--- src/rtl/seg7_scan_256.sv ---
// seg7_scan_256: multiplexed 7-segment scan driver clocked by clk_20k.
// Steps one digit per rising edge of clk_256, inserts an all-anodes-off
// gap between digits, blanks leading zeros, and loads new values only at
// frame wrap to avoid tearing.
// Optional macro SEG7_DIM_EN adds a 4-bit 'bright' input for PWM dimming.
module seg7_scan_256 #(
    parameter int NUM_DIGITS = 4,
    parameter int GAP_CYC    = 2
) (
    input  logic                    clk_20k,
    input  logic                    rst,
    input  logic                    clk_256,
    input  logic [4*NUM_DIGITS-1:0] digits,
    input  logic [NUM_DIGITS-1:0]   dp_mask,
    input  logic                    blank_lz,
    input  logic                    load,
`ifdef SEG7_DIM_EN
    input  logic [3:0]              bright,
`endif
    output logic [NUM_DIGITS-1:0]   an,
    output logic [6:0]              seg,
    output logic                    dp,
    output logic                    frame_done
);
    localparam int               IDX_W    = (NUM_DIGITS > 1) ? $clog2(NUM_DIGITS) : 1;
    localparam logic [IDX_W-1:0] LAST_IDX = IDX_W'(NUM_DIGITS - 1);
    localparam logic [3:0]       GAP_INIT = 4'(GAP_CYC);

    typedef enum logic {ST_GAP, ST_SHOW} state_t;

    state_t                  state_q, state_d;
    logic [3:0]              gap_cnt_q, gap_cnt_d;
    logic [IDX_W-1:0]        idx_q, idx_d;
    logic                    clk_256_q, clk_256_d;
    logic [4*NUM_DIGITS-1:0] stage_dig_q, stage_dig_d;
    logic [NUM_DIGITS-1:0]   stage_dp_q, stage_dp_d;
    logic [4*NUM_DIGITS-1:0] shadow_dig_q, shadow_dig_d;
    logic [NUM_DIGITS-1:0]   shadow_dp_q, shadow_dp_d;
    logic                    pending_q, pending_d;
    logic [NUM_DIGITS-1:0]   an_q, an_d;
    logic [6:0]              seg_q, seg_d;
    logic                    dp_q, dp_d;
    logic                    frame_done_q, frame_done_d;
`ifdef SEG7_DIM_EN
    logic [3:0]              pwm_cnt_q, pwm_cnt_d;
`endif

    logic                    tick, wrap;
    logic [NUM_DIGITS-1:0]   zero_from;
    logic                    zero_run;
    logic [3:0]              cur_nib;
    logic                    cur_dpm, cur_zero, blanked, pwm_on;

    function automatic logic [6:0] hex_to_seg(input logic [3:0] h);
        logic [6:0] s;
        case (h)
            4'h0: s = 7'h40;  4'h1: s = 7'h79;  4'h2: s = 7'h24;  4'h3: s = 7'h30;
            4'h4: s = 7'h19;  4'h5: s = 7'h12;  4'h6: s = 7'h02;  4'h7: s = 7'h78;
            4'h8: s = 7'h00;  4'h9: s = 7'h10;  4'hA: s = 7'h08;  4'hB: s = 7'h03;
            4'hC: s = 7'h46;  4'hD: s = 7'h21;  4'hE: s = 7'h06;  default: s = 7'h0E;
        endcase
        return s;
    endfunction

    // Scan sequencing: edge detect, gap/show FSM, index advance, frame-aligned loading
    always_comb begin
        clk_256_d    = clk_256;
        tick         = clk_256 & ~clk_256_q;
        wrap         = tick && (idx_q == LAST_IDX);
        state_d      = state_q;
        gap_cnt_d    = gap_cnt_q;
        idx_d        = idx_q;
        stage_dig_d  = stage_dig_q;
        stage_dp_d   = stage_dp_q;
        shadow_dig_d = shadow_dig_q;
        shadow_dp_d  = shadow_dp_q;
        pending_d    = pending_q;
        frame_done_d = wrap;

        if (load) begin
            stage_dig_d = digits;
            stage_dp_d  = dp_mask;
            pending_d   = 1'b1;
        end
        if (wrap) begin
            if (load) begin
                shadow_dig_d = digits;
                shadow_dp_d  = dp_mask;
                pending_d    = 1'b0;
            end else if (pending_q) begin
                shadow_dig_d = stage_dig_q;
                shadow_dp_d  = stage_dp_q;
                pending_d    = 1'b0;
            end
        end

        // gap_cnt holds the blank cycles still owed including the current one,
        // so the gap lasts exactly GAP_CYC cycles (at least one when GAP_CYC=0)
        case (state_q)
            ST_GAP: begin
                if (gap_cnt_q <= 4'd1) begin
                    state_d   = ST_SHOW;
                    gap_cnt_d = '0;
                end else begin
                    gap_cnt_d = gap_cnt_q - 4'd1;
                end
            end
            ST_SHOW: ;
            default: state_d = ST_GAP;
        endcase

        if (tick) begin
            idx_d     = wrap ? '0 : idx_q + IDX_W'(1);
            state_d   = ST_GAP;
            gap_cnt_d = GAP_INIT;
        end
    end

`ifdef SEG7_DIM_EN
    assign pwm_cnt_d = pwm_cnt_q + 4'd1;
    assign pwm_on    = (pwm_cnt_d < bright);
`else
    assign pwm_on    = 1'b1;
`endif

    // Output decode from next-state values so the registered outputs line up with the state
    always_comb begin
        zero_from = '0;
        zero_run  = 1'b1;
        for (int unsigned k = 0; k < NUM_DIGITS; k++) begin
            zero_run = zero_run && (shadow_dig_d[4*(NUM_DIGITS-1-k) +: 4] == 4'h0);
            zero_from[NUM_DIGITS-1-k] = zero_run;
        end
        cur_nib  = '0;
        cur_dpm  = 1'b0;
        cur_zero = 1'b0;
        for (int unsigned k = 0; k < NUM_DIGITS; k++) begin
            if (idx_d == IDX_W'(k)) begin
                cur_nib  = shadow_dig_d[4*k +: 4];
                cur_dpm  = shadow_dp_d[k];
                cur_zero = zero_from[k];
            end
        end
        blanked = blank_lz && cur_zero && (idx_d != '0);

        an_d  = '1;
        seg_d = 7'h7F;
        dp_d  = 1'b1;
        if ((state_d == ST_SHOW) && !blanked) begin
            seg_d = hex_to_seg(cur_nib);
            dp_d  = ~cur_dpm;
            for (int unsigned k = 0; k < NUM_DIGITS; k++) begin
                if ((idx_d == IDX_W'(k)) && pwm_on) an_d[k] = 1'b0;
            end
        end
    end

    // State and output registers with synchronous reset
    always_ff @(posedge clk_20k) begin
        if (rst) begin
            state_q      <= ST_GAP;
            gap_cnt_q    <= GAP_INIT;
            idx_q        <= '0;
            clk_256_q    <= 1'b0;
            stage_dig_q  <= '0;
            stage_dp_q   <= '0;
            shadow_dig_q <= '0;
            shadow_dp_q  <= '0;
            pending_q    <= 1'b0;
            an_q         <= '1;
            seg_q        <= 7'h7F;
            dp_q         <= 1'b1;
            frame_done_q <= 1'b0;
        end else begin
            state_q      <= state_d;
            gap_cnt_q    <= gap_cnt_d;
            idx_q        <= idx_d;
            clk_256_q    <= clk_256_d;
            stage_dig_q  <= stage_dig_d;
            stage_dp_q   <= stage_dp_d;
            shadow_dig_q <= shadow_dig_d;
            shadow_dp_q  <= shadow_dp_d;
            pending_q    <= pending_d;
            an_q         <= an_d;
            seg_q        <= seg_d;
            dp_q         <= dp_d;
            frame_done_q <= frame_done_d;
        end
    end

`ifdef SEG7_DIM_EN
    // Free-running dimming counter
    always_ff @(posedge clk_20k) begin
        if (rst) pwm_cnt_q <= '0;
        else     pwm_cnt_q <= pwm_cnt_d;
    end
`endif

    assign an         = an_q;
    assign seg        = seg_q;
    assign dp         = dp_q;
    assign frame_done = frame_done_q;
endmodule
--- config.mk ---
export PLATFORM = sky130hd
export DESIGN_NAME = seg7_scan_256
export DESIGN_NICKNAME = d
export VERILOG_FILES = /design/src/rtl/seg7_scan_256.sv
export SDC_FILE = /design/constraint.sdc
export NUM_CORES = 1
export LEC_CHECK = 0
export ABC_AREA = 0
export BUFFER_PORTS_ARGS = -buffer_cell sky130_fd_sc_hd__buf_2
export CORE_MARGIN = 2
export CORE_UTILIZATION = 60
export CTS_CLUSTER_DIAMETER = 80
export DETAILED_ROUTE_END_ITERATION = 8
export GPL_TIMING_DRIVEN = 0
export PLACE_DENSITY = 0.94
export SETUP_SLACK_MARGIN = 0.2
export SLEW_MARGIN = 25
export SYNTH_ARGS = -nofsm -noshare
export SYNTH_HDL_FRONTEND = slang
export SYNTH_SLANG_ARGS = --single-unit
--- constraint.sdc ---
create_clock -name clk_20k -period 6.9 [get_ports clk_20k]
set_input_delay 0 -clock clk_20k [delete_from_list [all_inputs] [get_ports clk_20k]]
set_output_delay 0 -clock clk_20k [all_outputs]
set_load 0.01 [all_outputs]
# Yosys cells after proc, flatten, opt, wreduce, memory -nomap -nowiden
# Memory sizes are Yosys's and may differ from the RTL's. A register that Yosys moved wholly into a read port is not among the register bits.
# Index checks and enable logic that the tools add are counted.
[op_classes]
add_sub_neg = 2
order_cmp = 1
eq_ne = 4
n_bitwise = 4
reduce_logical = 16
n_mux = 32
[ops]
columns = ["operator", "count"]
rows = [
  ["2-to-1 mux 16 bit", 3],
  ["2-to-1 mux 4 bit", 8],
  ["2-to-1 mux 1 bit", 19],
  ["zero test 4 bit", 4],
  ["logical AND 1 bit", 7],
  ["== test 2 bit (second input constant)", 3],
  ["less-or-equal comparator 4 x 1 -> 1 bit (second input constant)", 1],
  ["2-to-1 mux 2 bit", 2],
  ["OR reduction 2 bit", 2],
  ["subtractor 4 x 1 -> 4 bit (second input constant)", 1],
  ["inverter 1 bit", 3],
  ["adder 2 x 1 -> 2 bit (second input constant)", 1],
  ["== test 2 x 1 -> 1 bit (second input constant)", 1],
  ["zero test 2 bit", 1],
  ["nonzero test 2 bit", 1],
  ["AND 1 bit", 1],
  ["zero test 1 bit", 1],
]
[word_totals]
n_memories = 1
ff_bits = 55
in_bits = 25
rom_bits = 112
elab_cells = 72
out_inout_bits = 13
[mem_list]
columns = ["name", "words", "word_bits", "rd", "rd_ports_with_merged_regs", "write_ports", "line", "source"]
rows = [
  ["(no name shown)", 16, 7, 1, 1, 0, "56", "case (h)"],
]

# Longest topological paths before layout
# Gate-level depths: netlist of run 1.
[depth]
depth_word = 18
depth_mapped = 14
depth_no_buf = 13

# Worst setup path after synthesis of run 1
# No wires, ideal clock.
[synth_timing]
path_type = "register to register"
start = "register idx_q[0]"
end = "register seg_q[3], in the netlist seg[3]"
path_buffers = 2
slack_ns = 4.371
required_time_ns = 6.785
arrival_time_ns = 2.414
setup_ns = 0.115
path_stages_with_launch = 13
period_less_slack_ns = 2.529
path_cell_list = "dfxtp_1 ha_1 and4b_1 buf_6 buf_2 a22oi_1 o21ai_0 or2_2 a21o_1 ha_1 mux2_2 mux2i_1 nand2_1"
[synth_between]
elab_chain_len = 17
elab_cells_between_ends = 32
classes_between = "add/sub: 1; eq/ne: 4; mux: 11; bitwise: 1; reduce/logical: 15"
[synth_lines]
columns = ["element", "line", "source"]
rows = [
  ["start, declared", "33", "logic [IDX_W-1:0] idx_q, idx_d;"],
  ["start signal, assigned", "177", "idx_q <= idx_d;"],
  ["== test 2 bit", "69", "wrap = tick && (idx_q == LAST_IDX);"],
  ["logical AND 1 bit", "69", ""],
  ["2-to-1 mux 16 bit", "85", "if (wrap) begin"],
  ["zero test 4 bit", "131", "zero_run = zero_run && (shadow_dig_d[4*(NUM_DIGITS-1-k) +: 4] == 4'h0);"],
  ["logical AND 1 bit (3 in a row)", "131", ""],
  ["2-to-1 mux 1 bit (4 in a row)", "138", "if (idx_d == IDX_W'(k)) begin"],
  ["logical AND 1 bit (2 in a row)", "144", "blanked = blank_lz && cur_zero && (idx_d != '0);"],
  ["zero test 1 bit", "149", "if ((state_d == ST_SHOW) && !blanked) begin"],
  ["logical AND 1 bit", "149", ""],
  ["inverter 1 bit (no line)", "n/a", ""],
  ["OR reduction 2 bit (no line)", "n/a", ""],
  ["end, declared", "41", "logic [6:0] seg_q, seg_d;"],
]
# Parallel ways exist; a longest one is shown, timed or not.
# A chain may end at the register's enable or synchronous reset.

# Final worst setup path of run 1
[layout_timing]
start = "register idx_q[0]"
end = "register seg_q[6], in the netlist seg[6]"
# Same word-level chain as after synthesis.

==> impl_metrics.csv, run 1 <==
group,metric,value,unit
run_status,status,"finished, final reports clean",
power_and_ir_drop,powerDensity,232,mW/mm²
critical_path,r2r_slack,3840,ps
critical_path,required,7120,ps
floorplanning,core_area,0.00466,mm²
clock_tree,cts.path.max_buffers,2,
yosys,yosysTopAreaCell,"dfxtp_1",
clock_tree,htreeDepth,3,
critical_path,critical_path_class,"flop to flop",
critical_path,reg2reg_to,"seg[6]",
clock_tree,clk_latency,340,ps
route,drc,0,
critical_path,reg2reg_depth,13,
floorplanning,rows,25,
yosys,ys_seq_area_share,43.3,%
sta,holdWs,29.6,ps
yosys,async_reset_ff_share,0,%
yosys,yosys-top-cells-area,"dfxtp_1 (43%), nand2_1 (5.0%), a21oi_1 (4.4%), nor2b_1 (4.4%), nor2_1 (4.3%)",
floorplanning,die-area,0.00535,mm²
placement,portBuffers,36,
yosys,syn_area_per_cell,8.85,µm²
hold_path,hold_path_class,"input pin to flop",
sta,min_period,3060,ps
global_route,grt_pass1_wl,11500,µm
critical_path,startpoint_type,"flop",
hold_path,hold_depth,3,
yosys,ys_types,43,
route,dr_total_vias,2632,
global_route,gr-total-overflow,0,
yosys,synth_top_area_share,43.3,%
floorplanning,io_pins,38,
sta,rsz0062_at_grt,"false",
floorplanning,die_h,73.2,µm
yosys,synth_area,0.00287,mm²
sta,fmax,327,MHz
yosys,postSynthCellCount,324,
hold_path,min_to,"stage_dig_q[10]",
floorplanning,start_util,61.6,%
cells_and_area,nNetsFinal,425,
sta,setup_tns,0,ps
yosys,synth-main-ff-cell,"dfxtp_1",
critical_path,worst_ep_arrival_time,3280,ps
clock_tree,cts-root-buf,"clkbuf_8",
global_route,antenna_found_initial,0,
run,cap_violations,0,
yosys,yosysWarnings,0,
cells_and_area,areaGrowthSynthToFinish,21.4,%
sta,min_period_over_period,44.3,%
global_route,grt_max_degree,11,
cells_and_area,mostFrequentLayoutCell,"dfxtp_1",
yosys,mappedNetlistNets,357,
hold_path,hp-start,"load",
sta,slew_viol_final,0,
route,routed_wl,7140,µm
cells_and_area,final_cell_mix,"dfxtp_1 (62), buf_2 (41), nand2_1 (38)",
sta,slew_headroom,53.9,%
critical_path,end_kind,"flop",
clock_tree,numClockSinks,62,
power_and_ir_drop,power_leakage,1.37,nW
route,drtIter0Drc,221,
sta,finalSetupViolCount,0,
critical_path,path_max_fanout,10,
clock_tree,path_clk_slew,70,ps
power_and_ir_drop,max-vdd-ir-drop,0.172,mV
global_route,grt_usage,28.6,%
floorplanning,die_w,73.2,µm
sta,skew,6.14,ps
global_route,grt_pass1_vias,2567,
yosys,synth-seq-cells,62,
placement,gp_congestion,0.928,
route,dr.pass1.iters,4,
critical_path,worstReg2RegStart,"idx_q[0]",
route,viasPerCell,5.86,
sta,hold_viol_final,0,
clock_tree,cts-buffers-inserted,9,
route,routedWlPerCell,15.9,µm
route,ant_nets,0,
placement,hpwl,4690,µm
cells_and_area,n_antenna_cell,0,
cells_and_area,drive_gt1_share,17.5,%
yosys,synth-edff-count,0,
clock_tree,cts_tree,"built",
sta,worst_pin_slew,691,ps
==> synth_stat cells (2+ instances only) <==
cell       count
a221oi_1       6
clkbuf_1      11
and2_1         2
a22oi_1       12
nor2_1        33
ha_1           8
nand2_1       38
mux2i_1       12
buf_2          5
buf_6          3
o21ai_0        7
nor2b_1       20
o2bb2ai_1      2
o21a_1         2
nor3_1         4
o22ai_1        3
inv_1          6
o211ai_1      15
a21oi_1       25
o221ai_1       3
nand2b_1      19
dfxtp_1       62
or2_2          3
xnor2_1        2
mux2_2         3
==> cell type report <==
cell class / instances / area (µm²)
clock inverters: 2 / 10.0
plain buffers: 19 / 100
inverters: 6 / 22.5
well taps: 54 / 67.6
repair buffers: 57 / 390
multi-input cells: 237 / 1510
flip-flops and latches: 62 / 1240
fillers: 310 / 1180
clock buffers: 12 / 145
==> layer usage <==
metal	share of wire (%)	vias up	GRT usage, %	wire length [µm]
li1	-	1265	-	-
met1	42	1236	33.7	2990
met2	47	114	47.0	3390
met3	7.3	17	7.18	518
met4	3.4	0	15.8	240
met5	0	-	0	0
==> state kept, by name, summed over array words and instances (netlist names) <==
name and count:
stage_dp_q 4, clk_256_q 1, shadow_dig_q 16, an 4, state_q 1, gap_cnt_q 4
idx_q 2, stage_dig_q 16, shadow_dp_q 4, dp 1, seg 7, frame_done 1
pending_q 1
==> what timing repair did <==
action / CTS / global route
hold endpoints to repair: 27 / 0
hold buffers: 21 / 0
resized for setup: 0 / 0
setup buffers: 0 / 0
==> stage by stage <==
step | cells | instance area (µm²) | setup WS [ps] | total power [mW] | util, %
after detailed placement | 414 | 3120 | 3940 | 0.534 | 66.9
final | 449 | 3480 | 3840 | 0.807 | 74.7
after floorplan | 324 | 2870 | 4370 | 0.495 | -
after CTS | 449 | 3480 | 3920 | 0.804 | 74.7
after global placement | 414 | 3120 | 3980 | 0.526 | 66.9
after global routing | 449 | 3480 | 3630 | 0.837 | 74.7
==> power breakdown <==
part           switching [mW]  total, mW  internal [mW]  leakage (nW)
sequential            0.00957      0.385          0.376         0.506
clock                   0.132      0.267          0.135        0.0821
combinational          0.0874      0.154         0.0669         0.783
==> how the worst max path moves through the flow <==
| stage | slack, ps | from | end | cells past startpoint |
|---|---|---|---|---|
| floorplan | 4370 | idx_q[0] | seg[3] | 12 |
| global placement | 3980 | idx_q[0] | seg[3] | 13 |
| detailed placement | 3940 | idx_q[0] | seg[3] | 13 |
| CTS | 3920 | idx_q[0] | seg[6] | 13 |
| global route | 3630 | idx_q[0] | seg[3] | 13 |
| finish | 3840 | idx_q[0] | seg[6] | 13 |
==> critical path: stages (launching register included) <==
cell      delay, ps
dfxtp_1         320
ha_1            250
nand3b_1        140
buf_6           150
clkbuf_1        440
a22oi_1         190
o211ai_1        190
o22ai_1         150
nor2_1          290
inv_1           140
ha_1            240
mux2_2          270
nand2_1          60
o211ai_1         80
==> cells by family after synthesis <==
group                      share of synthesized area, %
buffers and inverters                              4.27
and+or+nand+nor                                    22.3
adders and majority gates                          3.49
DFF                                                43.3
xor gates and xnor gates                          0.916
muxes                                              5.36
AOI/OAI and AO/OA                                  20.4
(Power assumes the default switching activity.)
==> run 2: changes to the inputs <==
--- a/config.mk
+++ b/config.mk
@@ -8,11 +8,11 @@
 export ABC_AREA = 0
 export BUFFER_PORTS_ARGS = -buffer_cell sky130_fd_sc_hd__buf_2
 export CORE_MARGIN = 2
-export CORE_UTILIZATION = 60
+export CORE_UTILIZATION = 51
 export CTS_CLUSTER_DIAMETER = 80
 export DETAILED_ROUTE_END_ITERATION = 8
 export GPL_TIMING_DRIVEN = 0
-export PLACE_DENSITY = 0.94
+export PLACE_DENSITY = 0.86
 export SETUP_SLACK_MARGIN = 0.2
 export SLEW_MARGIN = 25
 export SYNTH_ARGS = -nofsm -noshare
==> constraint.sdc (replaced) <==
create_clock -name clk_20k -period 2.5 [get_ports clk_20k]
set_input_delay 0 -clock clk_20k [delete_from_list [all_inputs] [get_ports clk_20k]]
set_output_delay 0 -clock clk_20k [all_outputs]
set_load 0.01 [all_outputs]
==> run 2 against run 1 <==
Effect of this change:
- the run now ends with setup timing left
- sequential share of layout area fell by 3.0 points
- register-to-register slack got worse by 3900 ps
- die area rose by 17%
- combinational power rose to 3.3 times the previous value
- cell count rose by 8.0%
- hold slack improved by 29 ps
- sequential cell count did not move
- routed wire length rose by 6.6%
- clock skew rose by 3.4 ps
- critical path depth fell by 3
- global-route usage fell by 2.7 points
- cell area rose by 9.5%
- largest power group unchanged
- highest routed layer unchanged
==> impl_metrics.csv, run 2 (same netlist as run 1, synthesis figures left out) <==
group,metric,value,unit
critical_path,reg2reg_depth,10,
floorplanning,die_w,79.0,µm
sta,skew,9.55,ps
power_and_ir_drop,power,2.41,mW
route,drc,0,
critical_path,end_kind,"flop",
power_and_ir_drop,max-vdd-ir-drop,0.317,mV
floorplanning,rows,27,
route,dr.pass1.iters,4,
global_route,antenna_found_initial,0,
placement,portBuffers,36,
placement,place_area,0.00322,mm²
critical_path,worst_ep_arrival_time,2840,ps
global_route,grt_pass1_vias,2674,
cells_and_area,mostFrequentLayoutCell,"dfxtp_1",
floorplanning,die-area,0.00624,mm²
floorplanning,core_area,0.00547,mm²
sta,rsz0062_at_grt,"true",
sta,finalSetupViolCount,10,
critical_path,r2r_slack,-80,ps
cells_and_area,nNetsFinal,441,
critical_path,startpoint_type,"flop",
sta,holdWs,59.1,ps
hold_path,hold_depth,3,
placement,dp_cells,432,
route,viasPerCell,5.52,
clock_tree,cts-buffers-inserted,9,
route,routed_wl,7610,µm
cells_and_area,areaGrowthSynthToFinish,32.9,%
floorplanning,io_pins,38,
cells_and_area,fillers,407,
clock_tree,numClockSinks,62,
cells_and_area,instances_no_fill,485,
sta,min_period_over_period,103,%
run_status,status,"finished, violations left",
placement,gp_congestion,0.843,
sta,min_period,2580,ps
power_and_ir_drop,powerDensity,633,mW/mm²
cells_and_area,n_antenna_cell,0,
critical_path,worstReg2RegStart,"idx_q[1]",
critical_path,path_max_fanout,10,
cells_and_area,drive_gt1_share,26.9,%
clock_tree,clk_latency,350,ps
clock_tree,path_clk_slew,70,ps
clock_tree,cts-root-buf,"clkbuf_8",
route,drtIter0Drc,157,
sta,finalWorstSetupSlack,-77.0,ps
sta,fmax,388,MHz
cells_and_area,ff_latch_area,0.00124,mm²
route,ant_nets,0,
hold_path,min_to,"stage_dig_q[9]",
critical_path,path_common_cell,"o211ai_1",
sta,worst_pin_slew,643,ps
clock_tree,cts.path.max_buffers,2,
critical_path,crit_chain,"ha_4 -> nand3b_1 -> a22oi_1 -> o211ai_1 -> or4_4 -> nor4b_4 -> a21oi_2 -> o21a_1 -> buf_6 -> o211ai_1",
sta,slew_viol_final,0,
global_route,gr-total-overflow,0,
critical_path,crit_path_top_delay_cell,"or4_4",
cells_and_area,final_cell_mix,"dfxtp_1 (60), nand2_1 (38), buf_2 (38)",
clock_tree,cts_tree,"built",
global_route,grt_pass1_wl,12400,µm
critical_path,slowest_delay,610,ps
cells_and_area,multi_input_area,0.00163,mm²
sta,slew_headroom,57.1,%
global_route,grt_usage,25.9,%
hold_path,hp-start,"load",
floorplanning,start_util,52.4,%
hold_path,hold_path_class,"input pin to flop",
critical_path,critical_path_class,"flop to flop",
route,dr_total_vias,2676,
placement,hpwl,4720,µm
power_and_ir_drop,power_leakage,1.50,nW
run,cap_violations,0,
cells_and_area,finish.instance_area,0.00381,mm²
run_status,violations,"setup timing",
route,routedWlPerCell,15.7,µm
sta,hold_viol_final,0,
floorplanning,die_h,79.0,µm
global_route,grt_max_degree,11,
critical_path,reg2reg_to,"seg[6]",
clock_tree,htreeDepth,3,
critical_path,required,2760,ps
## run 2: cell types whose count changed in the layout (fill, tap and decap cells not counted), moves of 3 or more
| cell | previous run | this run |
|---|---|---|
| a221oi_1 | 6 | 3 |
| buf_2 | 41 | 38 |
| ha_2 | 0 | 3 |
| buf_4 | 0 | 15 |
| a221oi_2 | 0 | 3 |
| ha_1 | 8 | 4 |
## run 2: final cells by class
class	count	share of cell area [%]
Buffer	19	3.28
Timing Repair Buffer	73	13.7
Multi-Input combinational cell	237	42.6
Clock inverter	4	1.25
Sequential cell	62	32.6
Clock buffer	12	3.54
Inverter	6	0.591
Tap cell	72	2.36
## run 2: power by group
| group | leakage [nW] | switching (mW) | internal, mW |
|---|---|---|---|
| Combinational | 0.903 | 0.264 | 0.242 |
| Clock | 0.0904 | 0.383 | 0.458 |
| Sequential | 0.507 | 0.0284 | 1.04 |
| Total | 1.50 | 0.675 | 1.74 |
## run 2: per-stage QoR
stage	worst slack, ps	utilization, %	setup TNS [ps]
floorplan	169	-	0
global placement	-114	58.8	-488
detailed placement	-193	58.8	-694
CTS	-20.4	68.9	-40.2
global route	-195	69.7	-1530
finish	-77.0	69.7	-376
## run 2: worst max-delay path by stage
stage / from / to / slack (ps) / cells after the start
finish: idx_q[1] / seg[6] / -80 / 10
global route: idx_q[1] / seg[6] / -190 / 12
CTS: idx_q[1] / seg[6] / -20 / 11
detailed placement: idx_q[1] / seg[3] / -190 / 10
global placement: idx_q[1] / seg[3] / -110 / 10
floorplan: idx_q[0] / seg[3] / 170 / 12
## run 2: timing repair
action	in CTS	in global routing
endpoints found under the hold margin	27	0
pin swaps	8	3
buffers inserted	13	3
setup endpoints to repair	11	11
gates cloned	0	0
resized for setup	11	5
hold buffers	21	0
## run 2: critical path, delay by kind of cell (launching register included)
family | cells | cell delay [ps]
buffers and inverters | 1 | 140
adder cells (fa/ha/maj) | 1 | 150
AO/OA/AOI/OAI | 5 | 840
flip-flops | 1 | 360
AND/OR/NAND/NOR | 3 | 990
## run 2: routing by layer
metal	global-route usage (%)	share of wire [%]	wire, µm
met1	29.8	43	3240
met2	44.6	50	3820
met3	6.36	5.4	411
met4	12.8	1.9	146
met5	0	0	0
